===== config.mk =====
export PLATFORM = sky130hd
export DESIGN_NAME = dna_search_scheduler
export DESIGN_NICKNAME = d
export VERILOG_FILES = /design/src/rtl/search_sched_pkg.sv /design/src/rtl/dna_search_scheduler_rr_arbiter.sv /design/src/rtl/dna_search_scheduler.sv
export SDC_FILE = /design/constraint.sdc
export NUM_CORES = 1
export LEC_CHECK = 0
export ABC_AREA = 0
export CAP_MARGIN = 20
export CORE_AREA = 2 2 106 108
export CTS_CLUSTER_SIZE = 16
export DETAILED_ROUTE_END_ITERATION = 16
export DIE_AREA = 0 0 108 110
export DONT_BUFFER_PORTS = 1
export HOLD_SLACK_MARGIN = 0.05
export SETUP_SLACK_MARGIN = 0.5
export SKIP_LAST_GASP = 1
export SYNTH_ARGS = -nofsm -noshare
export SYNTH_HDL_FRONTEND = slang
export SYNTH_SLANG_ARGS = --single-unit

===== constraint.sdc =====
create_clock -name clock -period 6.2 [get_ports clock]
set_clock_uncertainty 0.15 [all_clocks]
set_input_delay 0.31 -clock clock [delete_from_list [all_inputs] [get_ports clock]]
set_output_delay 0.31 -clock clock [all_outputs]
set_load 0.01 [all_outputs]

===== src/rtl/search_sched_pkg.sv =====
// Shared types for the DNA search scheduler: FSM states, job operands and engine results.
package search_sched_pkg;

    localparam int DNA_AW = 16;
    localparam int PAT_AW = 12;

    typedef enum logic [1:0] {
        IDLE   = 2'd0,
        LAUNCH = 2'd1,
        WAIT   = 2'd2,
        REPORT = 2'd3
    } state_t;

    typedef struct packed {
        logic [DNA_AW-1:0] dna_start;
        logic [DNA_AW-1:0] dna_len;
        logic [PAT_AW-1:0] pat_start;
    } job_t;

    typedef struct packed {
        logic              found;
        logic              error;
        logic [DNA_AW-1:0] location;
    } result_t;

endpackage


===== src/rtl/dna_search_scheduler_rr_arbiter.sv =====
// Round-robin picker: first asserted request at or after ptr, wrapping at NUM_REQ.
// Purely combinational; no backpressure of its own.
module rr_arbiter #(
    parameter int NUM_REQ = 4,
    localparam int IW = $clog2(NUM_REQ)
) (
    input  logic [NUM_REQ-1:0] req,
    input  logic [IW-1:0]      ptr,
    output logic [NUM_REQ-1:0] grant,
    output logic [IW-1:0]      grant_idx,
    output logic               grant_vld
);

    always_comb begin
        logic [IW:0]   k;
        logic [IW-1:0] idx;
        grant     = '0;
        grant_idx = '0;
        grant_vld = 1'b0;
        k         = '0;
        idx       = '0;
        for (int i = 0; i < NUM_REQ; i++) begin
            k = {1'b0, ptr} + (IW+1)'(i);
            if (k >= (IW+1)'(NUM_REQ))
                k = k - (IW+1)'(NUM_REQ);
            idx = k[IW-1:0];
            if (!grant_vld && req[idx]) begin
                grant_vld  = 1'b1;
                grant_idx  = idx;
                grant[idx] = 1'b1;
            end
        end
    end

endmodule


===== src/rtl/dna_search_scheduler.sv =====
// Shares one DNA search engine between NUM_REQ requesters, round-robin, one job at a time.
// Latency: req in IDLE at t -> ack/eng_ready at t+1; eng_done at w -> resp_valid at w+1.
// Backpressure: req is level-held until req_ack; SEARCH_TIMEOUT_EN adds an engine watchdog.
module dna_search_scheduler
    import search_sched_pkg::*;
#(
    parameter int NUM_REQ = 4,
    parameter int TIMEOUT = 4096
) (
    input  logic                     clock,
    input  logic                     reset,
    input  logic [NUM_REQ-1:0]       req,
    input  logic [NUM_REQ*16-1:0]    req_dna_start,
    input  logic [NUM_REQ*16-1:0]    req_dna_len,
    input  logic [NUM_REQ*12-1:0]    req_pat_start,
    output logic [NUM_REQ-1:0]       req_ack,
    output logic [NUM_REQ-1:0]       resp_valid,
    output logic                     resp_found,
    output logic                     resp_error,
    output logic [DNA_AW-1:0]        resp_location,
    output logic                     eng_ready,
    output logic [DNA_AW-1:0]        eng_dna_start,
    output logic [DNA_AW-1:0]        eng_dna_len,
    output logic [PAT_AW-1:0]        eng_pat_start,
    output logic                     eng_reset,
    input  logic                     eng_done,
    input  logic                     eng_found_it,
    input  logic                     eng_error,
    input  logic [DNA_AW-1:0]        eng_location
);

    localparam int IW = $clog2(NUM_REQ);

    state_t               state;
    logic [IW-1:0]        rr_ptr;
    logic [IW-1:0]        gidx;
    logic [NUM_REQ-1:0]   gnt;
    job_t                 job;
    job_t                 cand;
    result_t              res;
    logic                 zero_job;
    logic                 timed_out;

    logic [NUM_REQ-1:0]   arb_gnt;
    logic [IW-1:0]        arb_idx;
    logic                 arb_vld;

    rr_arbiter #(.NUM_REQ(NUM_REQ)) u_arb (
        .req       (req),
        .ptr       (rr_ptr),
        .grant     (arb_gnt),
        .grant_idx (arb_idx),
        .grant_vld (arb_vld)
    );

    always_comb begin
        cand.dna_start = req_dna_start[int'(arb_idx)*DNA_AW +: DNA_AW];
        cand.dna_len   = req_dna_len[int'(arb_idx)*DNA_AW +: DNA_AW];
        cand.pat_start = req_pat_start[int'(arb_idx)*PAT_AW +: PAT_AW];
    end

`ifdef SEARCH_TIMEOUT_EN
    logic [15:0] wdog;

    always_ff @(posedge clock) begin
        if (reset)
            wdog <= '0;
        else if (state == LAUNCH)
            wdog <= '0;
        else if (state == WAIT && !timed_out)
            wdog <= wdog + 16'd1;
    end

    assign timed_out = (state == WAIT) && (wdog == 16'(TIMEOUT));
`else
    assign timed_out = 1'b0;
`endif

    always_ff @(posedge clock) begin
        if (reset) begin
            state    <= IDLE;
            rr_ptr   <= '0;
            gidx     <= '0;
            gnt      <= '0;
            job      <= '0;
            res      <= '0;
            zero_job <= 1'b0;
        end else begin
            case (state)
                IDLE: begin
                    if (arb_vld) begin
                        gidx     <= arb_idx;
                        gnt      <= arb_gnt;
                        job      <= cand;
                        res      <= '0;
                        zero_job <= (cand.dna_len == '0);
                        // Zero-length jobs never reach the engine; they are reported as errors.
                        if (cand.dna_len == '0) begin
                            res.error <= 1'b1;
                            state     <= REPORT;
                        end else begin
                            state <= LAUNCH;
                        end
                    end
                end
                LAUNCH: state <= WAIT;
                WAIT: begin
                    if (eng_done) begin
                        res.found    <= eng_found_it;
                        res.error    <= eng_error;
                        res.location <= eng_location;
                        state        <= REPORT;
                    end else if (timed_out) begin
                        res.found    <= 1'b0;
                        res.error    <= 1'b1;
                        res.location <= '0;
                        state        <= REPORT;
                    end
                end
                REPORT: begin
                    rr_ptr   <= (gidx == IW'(NUM_REQ-1)) ? '0 : gidx + 1'b1;
                    zero_job <= 1'b0;
                    state    <= IDLE;
                end
                default: state <= IDLE;
            endcase
        end
    end

    always_comb begin
        req_ack       = '0;
        resp_valid    = '0;
        resp_found    = 1'b0;
        resp_error    = 1'b0;
        resp_location = '0;
        eng_ready     = (state == LAUNCH);
        if (state == LAUNCH || (state == REPORT && zero_job))
            req_ack = gnt;
        if (state == REPORT) begin
            resp_valid    = gnt;
            resp_found    = res.found;
            resp_error    = res.error;
            resp_location = res.found ? res.location : '0;
        end
    end

    assign eng_dna_start = job.dna_start;
    assign eng_dna_len   = job.dna_len;
    assign eng_pat_start = job.pat_start;
    assign eng_reset     = reset | (timed_out & ~eng_done);

endmodule


==> results.json <==
{
  "status": "finished, final reports clean",
  "die_area_um2": 11900,
  "antenna_found_initial": 1,
  "synth_cell_types": 59,
  "power.internal_w": 0.000867,
  "synthesis.nets": 896,
  "grt_pass1_vias": 4467,
  "hp-class": "primary input to flop",
  "power.density_nw_per_um2": 253,
  "switching_share": 0.362,
  "track_usage": 0.246,
  "clock_path_buffers": 2,
  "portBuffers": 0,
  "routedWlPerCell_um": 19.5,
  "multiInputGateArea_um2": 3270,
  "core_area_um2": 10700,
  "synthArstFlopShare": 0,
  "critPathCaptureType": "flop",
  "post-cts-setup-buffer-count": 0,
  "area_delta_synth_final_pct": 7.12,
  "seq_power_share": 0.434,
  "via_count": 5011,
  "drt-vias-per-instance": 6.20,
  "numCtsBuffers": 9,
  "synth_edf_count": 0,
  "cts_sinks": 73,
  "boundaryPins": 273,
  "comb_power_share": 0.296,
  "relSlewSlack": 0.416,
  "max-vdd-ir-drop_uv": 126,
  "drt_wl_total_mm": 15.7,
  "netlist.area_leader.share": 0.292,
  "synthTopCellsByArea": "dfxtp_1, nand2_1, nor2_1",
  "slew_violations": 0,
  "max_cap_viol_count": 0,
  "rsz0062_at_grt": "no",
  "critical_path_class": "flop to flop",
  "syn_inst": 685,
  "dpl.hpwl_mm": 11.1,
  "critPathArrivalTime_ps": 5270,
  "drive_gt1_frac": 0.0750,
  "p_leak_nw": 2.20,
  "fill_cells": 1094,
  "holdWs_ps": 102,
  "postRouteAntennaNets": 0,
  "period_share": 0.826,
  "start_util": 0.468,
  "syn_area_per_cell_um2": 7.32,
  "yosysTopAreaCell": "dfxtp_1",
  "yosysWarnings": 0,
  "gp_congestion": 0.864,
  "synth_seq_cells": 73,
  "netlist_area_um2": 5010,
  "worstPathRequired_ps": 6350,
  "row_count": 38,
  "startpoint_type": "flop",
  "setup_viol": 0,
  "first_pass_iters": 5,
  "crit_fanout": 77,
  "cts_tree": "yes",
  "pwr-share-clk": 0.269,
  "hold_violations": 0,
  "clockRootBuffer": "clkbuf_8",
  "setup_tns_ps": 0,
  "drtIter0Drc": 434,
  "ys_seq_area_frac": 0.292,
  "clk_pin_slew_ps": 80,
  "seq_area_um2": 1460,
  "synth_ff_type": "dfxtp_1",
  "chipHeight_um": 110,
  "clock_latency_ps": 350,
  "chipWidth_um": 108,
  "grt_pass1_wl_mm": 22.9,
  "switchingPower_w": 0.000492,
  "htree_levels": 3,
  "num-nets-final": 873,
  "worstMarginPinSlew_ps": 876,
  "fmax_mhz": 195,
  "fin_crit_ps": 5120,
  "grt_remaining_overflow": 0,
  "drc": 0,
  "grt_max_degree": 80
}
[registers in the layout, indices dropped and copies added, names as in the netlist]
signal	cells
gnt	4
res	18
gidx	2
eng_dna_len	16
rr_ptr	2
eng_dna_start	16
zero_job	1
eng_pat_start	12
state	2
[final timing paths]
check                           startpoint       end  slack (ps)  depth (start not counted)
worst max-delay path             rr_ptr[0]  state[1]        1080                         12
worst min-delay path                req[3]  state[0]         100                          3
worst max register to register   rr_ptr[0]  state[1]        1080                         12
worst min register to register      res[3]    res[3]         350                          2
[per-stage QoR]
step	cells	setup WS (ps)	cell area (um^2)	total power [W]	util
after floorplan	685	2380	5010	0.000909	-
after global placement	772	1270	4970	0.000975	0.464
after detailed placement	773	1110	4980	0.000986	0.465
after CTS	807	1100	5370	0.00137	0.502
after global routing	808	780	5370	0.00145	0.502
final	808	1080	5370	0.00136	0.502
[critical path: stages (launching register included)]
cell and delay [ps]:
dfxtp_1 310, buf_4 280, inv_1 330, ha_1 590
mux2_4 250, mux2i_2 130, a21oi_2 730, o22a_4 780
mux2_2 420, o22ai_1 200, o2111ai_1 160, nor4_2 500
a31o_1 210
[layout make-up]
type / instances / share of cell area
multi-input cells: 548 / 0.609
clock inverters: 5 / 0.0105
inverters: 5 / 0.00350
well taps: 140 / 0.0326
clock buffers: 11 / 0.0245
diodes: 1 / 0.000466
repair buffers: 25 / 0.0473
flip-flops and latches: 73 / 0.272
[layout by cell type (no fill, tap or decap), types with 3 or more instances in the layout]
master	instances
inv_1	5
a221oi_1	10
dfxtp_1	73
a211oi_1	9
nand2_1	153
a22oi_1	18
clkbuf_8	9
a21oi_1	57
nor2_1	88
and3_1	52
nor3_1	9
dlygate4sd3_1	17
nand2b_1	3
o311a_1	4
buf_4	6
ha_1	10
nor2b_1	7
or3_1	3
o21ai_0	7
and2_1	7
mux2i_1	17
a311oi_1	33
o31ai_1	3
mux2_2	10
mux4_2	3
o32ai_1	5
[synth_stat cells (all sizes together), types with 2 or more instances]
master and n:
inv 5, nor3 9, o32ai 5, a22oi 18, o21ai 8, a211oi 9
dfxtp 73, mux4 3, or3 3, a311oi 33, clkbuf 36, o211ai 2
nand3 2, nor4 3, o311a 4, mux2 12, ha 10, o2bb2ai 2
nor2 89, o31ai 3, o22ai 4, and3 52, mux2i 19, or4 2
a221oi 10, and2 7, a21oi 58, nor2b 8, nand2 153, nand2b 4
buf 23
[routing by layer]
metal	GRT usage	share of wire
met2	0.420	0.49
met4	0.0888	0.017
met5	0	0
met3	0.0717	0.093
met1	0.294	0.40
[power by group through the flow]
stage	clock network [W]	registers [W]	logic [W]
after floorplan	0	0.000582	0.000327
after global routing	0.000397	0.000597	0.000454
after CTS	0.000379	0.000590	0.000404
final	0.000366	0.000590	0.000403
after global placement	0	0.000601	0.000374
after detailed placement	0	0.000601	0.000385
[kinds of logic after synthesis]
family                   count (synthesis)  synth area share
AND/OR/NAND/NOR                        336             0.302
AO/OA/AOI/OAI                          168             0.242
flip-flops                              73             0.292
buffers and inverters                   64            0.0582
multiplexers                            34            0.0814
adder cells (fa/ha/maj)                 10            0.0250
[what timing repair did]
item / 4_1_cts / 5_1_grt
hold buffers: 18 / 0
setup endpoints to repair: 0 / 0
resized for setup: 0 / 0
hold endpoints to repair: 72 / 0
(Power assumes the default switching activity.)
